==> src/rtl/cook_sequencer_if.sv <==
// Handshake bundle between the cook sequencer and its panel/timer neighbours.
// slave = sequencer side; master = buttons, door switch, keypad encoder and timer side.
interface cook_sequencer_if;
  logic       start_btn;
  logic       stop_btn;
  logic       clear_btn;
  logic       door_closed;
  logic       key_valid;
  logic       timer_zero;
  logic       mag_on;
  logic       timer_load;
  logic       timer_clear;
  logic       sec_tick;
  logic       done;
  logic [2:0] state;
`ifdef ADD30_EN
  logic       timer_add30;
`endif

  modport slave (
`ifdef ADD30_EN
    output timer_add30,
`endif
    input  start_btn, stop_btn, clear_btn, door_closed, key_valid, timer_zero,
    output mag_on, timer_load, timer_clear, sec_tick, done, state
  );

  modport master (
`ifdef ADD30_EN
    input  timer_add30,
`endif
    output start_btn, stop_btn, clear_btn, door_closed, key_valid, timer_zero,
    input  mag_on, timer_load, timer_clear, sec_tick, done, state
  );
endinterface

==> src/rtl/cook_sequencer.sv <==
// Microwave cook sequencer: IDLE/READY/COOK/PAUSE/DONE with an internal 1 s divider. Every output is
// registered and moves one edge after its cause; no backpressure. ADD30_EN adds the +30 s start pulse.
module cook_sequencer #(
  parameter int DIV_COUNT    = 50000000,
  parameter int DONE_SECONDS = 3
) (
  input logic             clk,
  input logic             rst_n,
  cook_sequencer_if.slave sq
);
  localparam int DW = $clog2(DIV_COUNT);
  localparam int SW = $clog2(DONE_SECONDS + 1);
  localparam logic [DW-1:0] DIV_MAX = DW'(DIV_COUNT - 1);
  localparam logic [SW-1:0] SEC_MAX = SW'(DONE_SECONDS - 1);

  typedef enum logic [2:0] {
    IDLE  = 3'd0,
    READY = 3'd1,
    COOK  = 3'd2,
    PAUSE = 3'd3,
    DONE  = 3'd4
  } state_e;

  state_e        state_q, state_d;
  logic [DW-1:0] div_q, div_d;
  logic [SW-1:0] secs_q, secs_d;
  logic          start_q, stop_q, clear_q;
  logic          mag_on_q, done_q, timer_load_q, timer_clear_q, sec_tick_q;
  logic          load_d, clr_d, tick_d;
  logic          start_e, stop_e, clear_e, wrap;
  logic [DW-1:0] div_inc;
`ifdef ADD30_EN
  logic          add30_q, add30_d;
`endif

  assign start_e = sq.start_btn & ~start_q;
  assign stop_e  = sq.stop_btn  & ~stop_q;
  assign clear_e = sq.clear_btn & ~clear_q;
  assign wrap    = (div_q == DIV_MAX);
  assign div_inc = wrap ? '0 : div_q + 1'b1;

  always_comb begin
    state_d = state_q;
    div_d   = div_q;
    secs_d  = secs_q;
    load_d  = 1'b0;
    clr_d   = 1'b0;
    tick_d  = 1'b0;
`ifdef ADD30_EN
    add30_d = 1'b0;
`endif
    case (state_q)
      IDLE: begin
        if (clear_e) clr_d = 1'b1;
        else if (sq.key_valid) begin
          load_d  = 1'b1;
          state_d = READY;
        end
      end
      READY: begin
        if (clear_e || stop_e) begin
          clr_d   = 1'b1;
          state_d = IDLE;
        end else if (start_e && sq.door_closed && !sq.timer_zero) begin
          state_d = COOK;
          div_d   = '0;
`ifdef ADD30_EN
        end else if (start_e && sq.door_closed) begin
          state_d = COOK;
          div_d   = '0;
          add30_d = 1'b1;
`endif
        end else if (sq.key_valid) load_d = 1'b1;
      end
      COOK: begin
        // Divider is left untouched on the way to PAUSE so a resume finishes the partial second.
        if (clear_e) begin
          clr_d   = 1'b1;
          state_d = IDLE;
        end else if (stop_e || !sq.door_closed) state_d = PAUSE;
        else if (sq.timer_zero) begin
          state_d = DONE;
          div_d   = '0;
          secs_d  = '0;
        end else begin
          div_d  = div_inc;
          tick_d = wrap;
`ifdef ADD30_EN
          add30_d = start_e;
`endif
        end
      end
      PAUSE: begin
        if (clear_e || stop_e) begin
          clr_d   = 1'b1;
          state_d = IDLE;
        end else if (start_e && sq.door_closed) state_d = COOK;
      end
      DONE: begin
        if (start_e || stop_e || clear_e || !sq.door_closed) state_d = IDLE;
        else if (sq.key_valid) begin
          load_d  = 1'b1;
          state_d = READY;
        end else begin
          div_d  = div_inc;
          tick_d = wrap;
          if (wrap) begin
            if (secs_q == SEC_MAX) state_d = IDLE;
            else secs_d = secs_q + 1'b1;
          end
        end
      end
      default: state_d = IDLE;
    endcase
  end

  always_ff @(posedge clk) begin
    if (!rst_n) begin
      state_q       <= IDLE;
      div_q         <= '0;
      secs_q        <= '0;
      start_q       <= 1'b0;
      stop_q        <= 1'b0;
      clear_q       <= 1'b0;
      mag_on_q      <= 1'b0;
      done_q        <= 1'b0;
      timer_load_q  <= 1'b0;
      timer_clear_q <= 1'b0;
      sec_tick_q    <= 1'b0;
`ifdef ADD30_EN
      add30_q       <= 1'b0;
`endif
    end else begin
      state_q       <= state_d;
      div_q         <= div_d;
      secs_q        <= secs_d;
      start_q       <= sq.start_btn;
      stop_q        <= sq.stop_btn;
      clear_q       <= sq.clear_btn;
      mag_on_q      <= (state_d == COOK);
      done_q        <= (state_d == DONE);
      timer_load_q  <= load_d;
      timer_clear_q <= clr_d;
      sec_tick_q    <= tick_d;
`ifdef ADD30_EN
      add30_q       <= add30_d;
`endif
    end
  end

  assign sq.state       = state_q;
  assign sq.mag_on      = mag_on_q;
  assign sq.done        = done_q;
  assign sq.timer_load  = timer_load_q;
  assign sq.timer_clear = timer_clear_q;
  assign sq.sec_tick    = sec_tick_q;
`ifdef ADD30_EN
  assign sq.timer_add30 = add30_q;
`endif
endmodule

==> src/flat_wrapper.sv <==
// flat-port wrapper written by rule: the top's interface ports become plain ports
module cook_sequencer_flat 
#(
  parameter int DIV_COUNT    = 50000000,
  parameter int DONE_SECONDS = 3
)
  (clk, rst_n, sq_start_btn, sq_stop_btn, sq_clear_btn, sq_door_closed, sq_key_valid, sq_timer_zero, sq_mag_on, sq_timer_load, sq_timer_clear, sq_sec_tick, sq_done, sq_state);
  cook_sequencer_if sq_i ();
  input logic clk;
  input logic rst_n;
  input wire logic [$bits(sq_i.start_btn)-1:0] sq_start_btn;
  input wire logic [$bits(sq_i.stop_btn)-1:0] sq_stop_btn;
  input wire logic [$bits(sq_i.clear_btn)-1:0] sq_clear_btn;
  input wire logic [$bits(sq_i.door_closed)-1:0] sq_door_closed;
  input wire logic [$bits(sq_i.key_valid)-1:0] sq_key_valid;
  input wire logic [$bits(sq_i.timer_zero)-1:0] sq_timer_zero;
  output wire logic [$bits(sq_i.mag_on)-1:0] sq_mag_on;
  output wire logic [$bits(sq_i.timer_load)-1:0] sq_timer_load;
  output wire logic [$bits(sq_i.timer_clear)-1:0] sq_timer_clear;
  output wire logic [$bits(sq_i.sec_tick)-1:0] sq_sec_tick;
  output wire logic [$bits(sq_i.done)-1:0] sq_done;
  output wire logic [$bits(sq_i.state)-1:0] sq_state;
  assign sq_i.start_btn = sq_start_btn;
  assign sq_i.stop_btn = sq_stop_btn;
  assign sq_i.clear_btn = sq_clear_btn;
  assign sq_i.door_closed = sq_door_closed;
  assign sq_i.key_valid = sq_key_valid;
  assign sq_i.timer_zero = sq_timer_zero;
  assign sq_mag_on = sq_i.mag_on;
  assign sq_timer_load = sq_i.timer_load;
  assign sq_timer_clear = sq_i.timer_clear;
  assign sq_sec_tick = sq_i.sec_tick;
  assign sq_done = sq_i.done;
  assign sq_state = sq_i.state;
  cook_sequencer #(.DIV_COUNT(DIV_COUNT), .DONE_SECONDS(DONE_SECONDS)) u_core (.clk(clk), .rst_n(rst_n), .sq(sq_i));
endmodule
==> config.mk <==
export PLATFORM = sky130hd
export DESIGN_NAME = cook_sequencer_flat
export DESIGN_NICKNAME = d
export VERILOG_FILES = /design/src/rtl/cook_sequencer_if.sv /design/src/rtl/cook_sequencer.sv /design/src/flat_wrapper.sv
export SDC_FILE = /design/constraint.sdc
export NUM_CORES = 1
export LEC_CHECK = 0
export CAP_MARGIN = 20
export CORE_MARGIN = 8
export CORE_UTILIZATION = 55
export CTS_CLUSTER_SIZE = 20
export DETAILED_ROUTE_END_ITERATION = 8
export GPL_ROUTABILITY_DRIVEN = 1
export GPL_TIMING_DRIVEN = 0
export PLACE_DENSITY = 0.87
export SETUP_SLACK_MARGIN = 0.3
export SLEW_MARGIN = 20
export SYNTH_ARGS = -nofsm -noshare
export SYNTH_HDL_FRONTEND = slang
export SYNTH_SLANG_ARGS = --single-unit
export TNS_END_PERCENT = 20
==> constraint.sdc <==
create_clock -name clk -period 2.75 [get_ports clk]
set_clock_uncertainty 0.1 [all_clocks]
set_input_delay 0.825 -clock clk [delete_from_list [all_inputs] [get_ports clk]]
set_output_delay 0.825 -clock clk [all_outputs]
set_load 0.01 [all_outputs]
# Yosys cells after proc, flatten, opt, wreduce, memory -nomap -nowiden
# Index checks and enable logic that the tools add are counted.
# op_classes
bitwise_logic	6
eq_ne	17
muxes	46
reduce_logical	16
n_addsub	2
# ops
cell	count
26-bit two-way mux	8
26-bit case mux with 3 select lines	1
3-bit two-way mux	13
26-bit by 1-bit adder with 26-bit output (second input constant)	1
26-bit == test (second input constant)	1
3-bit case mux with 5 select lines	1
2-bit two-way mux	7
2-bit != test (second input constant)	7
1-bit two-way mux	12
3-bit by 2-bit == test with 1-bit output (second input constant)	3
8-bit AND reduction	1
7-bit AND reduction	1
3-bit == test (second input constant)	2
1-bit logical OR	5
2-bit by 1-bit != test with 1-bit output (second input constant)	2
1-bit case mux with 2 select lines	2
2-bit case mux with 2 select lines	1
2-bit OR reduction	2
1-bit bitwise AND	3
3-bit by 1-bit == test with 1-bit output (second input constant)	1
3-bit logical NOT	1
1-bit NOT	3
1-bit case mux with 3 select lines	1
3-bit nonzero test	1
other kinds (5)	7
# totals
out_inout_bits	8
word_cells	98
ff_bits	39
input_bits	8

# Depth between registers and ports, before layout
# Gate-level depths: netlist of the first run.
# depth
depth_word	8
ltp_mapped	9
ltp_nobuf	6

# Worst setup path before layout of the first run
# No wires, ideal clock.
# synth_path
path_kind	input to register
from	in sq_stop_btn
to	reg u_core.div_q[18]
cell_stages	6
path_buffers	0
required_ps	2580
setup_ps	70
t_arrival_ps	2249
path_slack_ps	332
cell_sequence	nor2b_1 -> nor4_2 -> a221o_1 -> nand3_1 -> or4_1 -> a21oi_1
# synth_via
elab_chain_cells	6
word_cells_on_any_way	10
cone_classes	eq/ne (3); bitwise (1); reduce/logical (6)
# synth_lines
item	line	text
start: declaration	flat_wrapper.sv:12	input wire logic [$bits(sq_i.stop_btn)-1:0] sq_stop_btn;
1-bit bitwise AND *	cook_sequencer.sv:37	assign stop_e = sq.stop_btn & ~stop_q;
1-bit logical OR (3 in a row)	cook_sequencer.sv:100	if (start_e || stop_e || clear_e || !sq.door_closed) state_d = IDLE;
2-bit != test (no source line)	-	
7-bit AND reduction (no source line) *	-	
end signal: assignment	cook_sequencer.sv:135	div_q <= div_d;
end: declaration	cook_sequencer.sv:25	logic [DW-1:0] div_q, div_d;
# Mark *: on every way between the ends. The rest lies on a longest branch, timed or not.
# A chain may end at the register's enable or synchronous reset.

# Final worst setup path of the first run
# layout_path
from	in sq_timer_zero
to	reg u_core.div_q[16]
# layout_via
elab_chain_cells	4
word_cells_on_any_way	8
cone_classes	eq/ne (1); mux (4); reduce/logical (3)
# layout_lines
item	line	text
start: declaration	flat_wrapper.sv:16	input wire logic [$bits(sq_i.timer_zero)-1:0] sq_timer_zero;
26-bit two-way mux / 1-bit logical NOT (equally long branches)	cook_sequencer.sv:81, cook_sequencer.sv:64	
26-bit two-way mux / 1-bit logical AND (equally long branches)	cook_sequencer.sv:80, cook_sequencer.sv:64	
26-bit two-way mux / 2-bit by 1-bit != test with 1-bit output (equally long branches)	-	
26-bit case mux with 3 select lines / 7-bit AND reduction (equally long branches)	-	
# Several ways; a longest one is shown, not always the timed one. The select of a mux whose other input is x is not followed.

==> reports/summary.json, run 1 <==
{
  "cts_max_path_buffers": {"value": 2},
  "level_count_of_the_clock_h_tree": {"value": 2},
  "post_route_cell_area": {"value": 2531, "unit": "sq um"},
  "routed_length_per_placed_instance": {"value": 14.65, "unit": "microns"},
  "p_int": {"value": 0.0007788, "unit": "W"},
  "timing_max_transition_violations_final": {"value": 0},
  "synth_top_cell_by_area": {"value": "sky130_fd_sc_hd__dfxtp_1"},
  "wire_length_of_the_first_global_routing_pass": {"value": 8100, "unit": "microns"},
  "clock_power_share": {"value": 0.349},
  "finalSetupViolCount": {"value": 0},
  "met3_usage": {"value": 0.04953},
  "worstSetupStartpointType": {"value": "input pin"},
  "globalRouteTotalUtil": {"value": 0.1654},
  "worst_setup_path_end_kind": {"value": "flip-flop"},
  "numClockSinks": {"value": 39},
  "antenna_diode_count": {"value": 0},
  "synthAdderAreaFrac": {"value": 0.01238},
  "net_sw_frac": {"value": 0.2324},
  "number_of_warnings_issued_by_yosys": {"value": 0},
  "placed_area": {"value": 2231, "unit": "sq um"},
  "clk_transition_reported_paths": {"value": 0.06, "unit": "ns"},
  "num_io_pins": {"value": 16},
  "sequential_element_share_of_the_synthesized_area": {"value": 0.3864},
  "status": {"value": "finished clean"},
  "start_util": {"value": 0.5604},
  "postLayoutCoreUtil": {"value": 0.7019},
  "switchingPower": {"value": 0.0002358, "unit": "W"},
  "finish.net_count": {"value": 295},
  "cts_root_buffer": {"value": "sky130_fd_sc_hd__clkbuf_8"},
  "synth_async_sr_flop_share": {"value": 0},
  "critical_path.cell_chain": {"value": "clkbuf_2 > nor4bb_4 > and3_4 > a221o_1 > nand3_2 > buf_4 > or3_1 > a21oi_1"},
  "first_pass_iters": {"value": 4},
  "drt_drc_violations_left": {"value": 0},
  "timing.critical_path.arrival": {"value": 2.55, "unit": "ns"},
  "synth_xor_xnor_area_share": {"value": 0.08235},
  "min_tclk_post_route": {"value": 2.418, "unit": "ns"},
  "timing.hold.worst.class": {"value": "flip-flop to flip-flop"},
  "yosys-top-cells-area": {"value": "sky130_fd_sc_hd__dfxtp_1 39%, sky130_fd_sc_hd__xor2_1 6.5%, sky130_fd_sc_hd__nor2_1 5.6%"},
  "synth_simple_gate_area_share": {"value": 0.3653},
  "syn2layout_area_growth": {"value": 25.26, "unit": "%"},
  "timing.max_cap.violations": {"value": 0},
  "globalplace.congestion": {"value": 0.8928},
  "max_freq": {"value": 0.4135, "unit": "GHz"},
  "grt_max_degree": {"value": 11},
  "wl": {"value": 4863, "unit": "microns"},
  "multi_input_gate_area_in_the_final_layout": {"value": 1251, "unit": "sq um"},
  "seqCellArea": {"value": 780.7, "unit": "sq um"},
  "number_of_enable_type_register_cells_in_the_synthesized_netlist": {"value": 0},
  "place.detailed.hpwl": {"value": 3097, "unit": "microns"},
  "slowest_delay": {"value": 0.33, "unit": "ns"},
  "hold_violations": {"value": 0},
  "numCtsBuffers": {"value": 5},
  "sequentialPowerShare": {"value": 0.567},
  "yosys.cell_count.top_type": {"value": "sky130_fd_sc_hd__dfxtp_1"},
  "groute.layer.met1.usage": {"value": 0.1878},
  "ir_worst_vdd": {"value": 276.2, "unit": "uV"},
  "detail-route-antenna-nets": {"value": 0},
  "clk-insertion-delay-late": {"value": 0.30, "unit": "ns"},
  "vias_per_cell": {"value": 5.765},
  "chip_height": {"value": 76.62, "unit": "microns"},
  "cp.required": {"value": 2.88, "unit": "ns"},
  "number_of_buffer_cells_added_on_primary_ports": {"value": 15},
  "power_per_cell_area": {"value": 400.8, "unit": "nW/um^2"},
  "max_slew_margin": {"value": 0.6395},
  "cts_tree": {"value": "yes"},
  "post_synth_num_cell_types": {"value": 42},
  "post_synth_mux_area_share": {"value": 0},
  "dieArea": {"value": 5870, "unit": "sq um"},
  "antenna_found_initial": {"value": 0},
  "grt_setup_unrepaired": {"value": "no"},
  "synth_commonest_cells": {"value": "39 x sky130_fd_sc_hd__dfxtp_1, 30 x sky130_fd_sc_hd__nor2_1, 18 x sky130_fd_sc_hd__nand3_1, 17 x sky130_fd_sc_hd__nand2_1, 16 x sky130_fd_sc_hd__a21oi_1"},
  "fp.coreArea": {"value": 3606, "unit": "sq um"},
  "power.static_leakage": {"value": 0.9495, "unit": "nW"},
  "critical_path_peak_fanout": {"value": 4},
  "synth_top_area_share": {"value": 0.3864},
  "drive_above_1_share": {"value": 0.2183},
  "post-route-period-util": {"value": 0.8793},
  "grtUsageMet2": {"value": 0.2648},
  "grt.busiest_layer": {"value": "met2"},
  "postSynthAreaPerCell": {"value": 8.214, "unit": "sq um"},
  "crit_type": {"value": "input pin to flip-flop"},
  "netlist_instances": {"value": 246},
  "syn_nets": {"value": 256},
  "netlist_area": {"value": 2021, "unit": "sq um"},
  "first_iter_violations": {"value": 191},
  "combinational_share_of_power": {"value": 0.084},
  "placementRows": {"value": 22},
  "tightest_slew": {"value": 0.5357, "unit": "ns"},
  "nFillCells": {"value": 262},
  "via_count_of_the_first_global_routing_pass": {"value": 1865},
  "synth_top_family_by_area": {"value": "simple AND/OR/NAND/NOR gates"},
  "ys_seq_elements": {"value": 39},
  "chipWidth": {"value": 76.62, "unit": "microns"},
  "synth-compound-area-share": {"value": 0.1139},
  "num_vias": {"value": 1914},
  "synth-main-ff-cell": {"value": "sky130_fd_sc_hd__dfxtp_1"},
  "crit_slowest_cell": {"value": "sky130_fd_sc_hd__nor4bb_4"},
  "overflow": {"value": 0}
}
## metal layers
| metal | vias to the layer above | wire [microns] |
|---|---|---|
| met5 | - | 0 |
| met4 | 0 | 171 |
| met3 | 21 | 293 |
| met2 | 75 | 2243 |
| met1 | 864 | 2154 |
| li1 | 954 | - |
## repair_timing
item                       4_1_cts  5_1_grt
gates cloned                     0        0
gates resized for setup         21       27
buffers inserted                 9        8
hold buffers                     0        0
pin swaps                        6       13
setup endpoints to repair       27       28
## cells in the final DEF, fill, tap and decap left out, types with 3 or more instances in the layout
cell                              Yosys  layout
sky130_fd_sc_hd__or3_1                4       3
sky130_fd_sc_hd__a21oi_1             16      12
sky130_fd_sc_hd__nor2_1              30      30
sky130_fd_sc_hd__o21ai_0              6       6
sky130_fd_sc_hd__dfxtp_1             39      39
sky130_fd_sc_hd__clkbuf_1             3       3
sky130_fd_sc_hd__clkbuf_8             0       5
sky130_fd_sc_hd__xor2_1              15      15
sky130_fd_sc_hd__buf_6                0       4
sky130_fd_sc_hd__and3_1              10       9
sky130_fd_sc_hd__xnor2_1              4       4
sky130_fd_sc_hd__and2_1               7       7
sky130_fd_sc_hd__a21oi_2              0       4
sky130_fd_sc_hd__clkdlybuf4s50_1      0      10
sky130_fd_sc_hd__nand4_1             13      13
sky130_fd_sc_hd__nand2b_1             4       4
sky130_fd_sc_hd__inv_1                9       8
sky130_fd_sc_hd__clkbuf_2             0       5
sky130_fd_sc_hd__buf_4                0      19
sky130_fd_sc_hd__nand3_1             18      15
sky130_fd_sc_hd__nor3_1               5       5
sky130_fd_sc_hd__nand2_1             17      16
sky130_fd_sc_hd__o31ai_1              3       3
sky130_fd_sc_hd__nand3_2              1       4
## final timing paths
check / end / slack [ns] / cells past startpoint / from
max: u_core.div_q[16]$_SDFFE_PN0P_ / 0.33 / 8 / sq_timer_zero
min: u_core.div_q[20]$_SDFFE_PN0P_ / 0.38 / 2 / u_core.div_q[20]$_SDFFE_PN0P_
max reg2reg: u_core.div_q[10]$_SDFFE_PN0P_ / 0.41 / 7 / u_core.div_q[7]$_SDFFE_PN0P_
min reg2reg: u_core.div_q[20]$_SDFFE_PN0P_ / 0.38 / 2 / u_core.div_q[20]$_SDFFE_PN0P_
## registers in the layout, summed over array words and instances, names as in the netlist
name / flops
u_core.sq.mag_on: 1
u_core.stop_q: 1
u_core.sq.state: 3
u_core.sq.timer_clear: 1
u_core.sq.done: 1
u_core.secs_q: 2
u_core.sq.sec_tick: 1
u_core.sq.timer_load: 1
u_core.start_q: 1
u_core.div_q: 26
u_core.clear_q: 1
## kinds of logic (layout without fill, tap and decap cells)
logic type | count (synthesis) | after routing
simple gates | 131 | 131
flops | 39 | 39
compound gates | 36 | 36
xor+xnor | 19 | 19
buf+inv | 19 | 57
fa+ha+maj | 2 | 2
## per-stage QoR
step	std cells	power, W	hold WS (ns)	setup TNS [ns]	setup slack [ns]
2_1_floorplan	246	0.0006202	0.3406	0	0.3317
4_1_cts	324	0.001010	0.3731	0	0.3091
6_report	332	0.001015	0.3837	0	0.3319
3_3_place_gp	309	0.0006474	0.3548	-9.621	-0.4579
3_5_place_dp	309	0.0006482	0.3666	-9.943	-0.4404
5_1_grt	332	0.001045	0.4102	0	0.2912
## critical path, delay by kind of cell
kind,cells,cell delay (ns)
AO/OA/AOI/OAI,2,0.40
buffers and inverters,2,0.29
AND/OR/NAND/NOR,4,1.02
## power by group through the flow
stage / combinational [W] / sequential [W] / clock [W]
floorplan: 0.0000336 / 0.000587 / 0
global placement: 0.0000615 / 0.000586 / 0
detailed placement: 0.0000621 / 0.000586 / 0
CTS: 0.0000735 / 0.000574 / 0.000362
global route: 0.0000912 / 0.000575 / 0.000379
finish: 0.0000850 / 0.000575 / 0.000354
## area by class of cell
| type | instances | area share |
|---|---|---|
| Clock buffer | 6 | 0.02867 |
| Sequential cell | 39 | 0.3085 |
| Tap cell | 48 | 0.02373 |
| Multi-Input combinational cell | 188 | 0.4943 |
| Buffer | 10 | 0.02916 |
| Timing Repair Buffer | 32 | 0.1023 |
| Inverter | 9 | 0.01335 |
No activity file was read; power rests on OpenSTA's default activity.
==> run 2: changes to the inputs <==
--- a/config.mk
+++ b/config.mk
@@ -14,6 +14,7 @@
 export GPL_TIMING_DRIVEN = 0
 export PLACE_DENSITY = 0.87
 export SETUP_SLACK_MARGIN = 0.3
+export SKIP_LAST_GASP = 1
 export SLEW_MARGIN = 20
 export SYNTH_ARGS = -nofsm -noshare
 export SYNTH_HDL_FRONTEND = slang
==> results of run 2 <==
No change in the layout: final DEF, timing and power equal those of run 1.
==> run 3: changes to the inputs <==
--- a/config.mk
+++ b/config.mk
@@ -5,7 +5,7 @@
 export SDC_FILE = /design/constraint.sdc
 export NUM_CORES = 1
 export LEC_CHECK = 0
-export CAP_MARGIN = 20
+export CAP_MARGIN = 15
 export CORE_MARGIN = 8
 export CORE_UTILIZATION = 55
 export CTS_CLUSTER_SIZE = 20
==> results of run 3 <==
No change in the layout: final DEF, timing and power equal those of run 1.
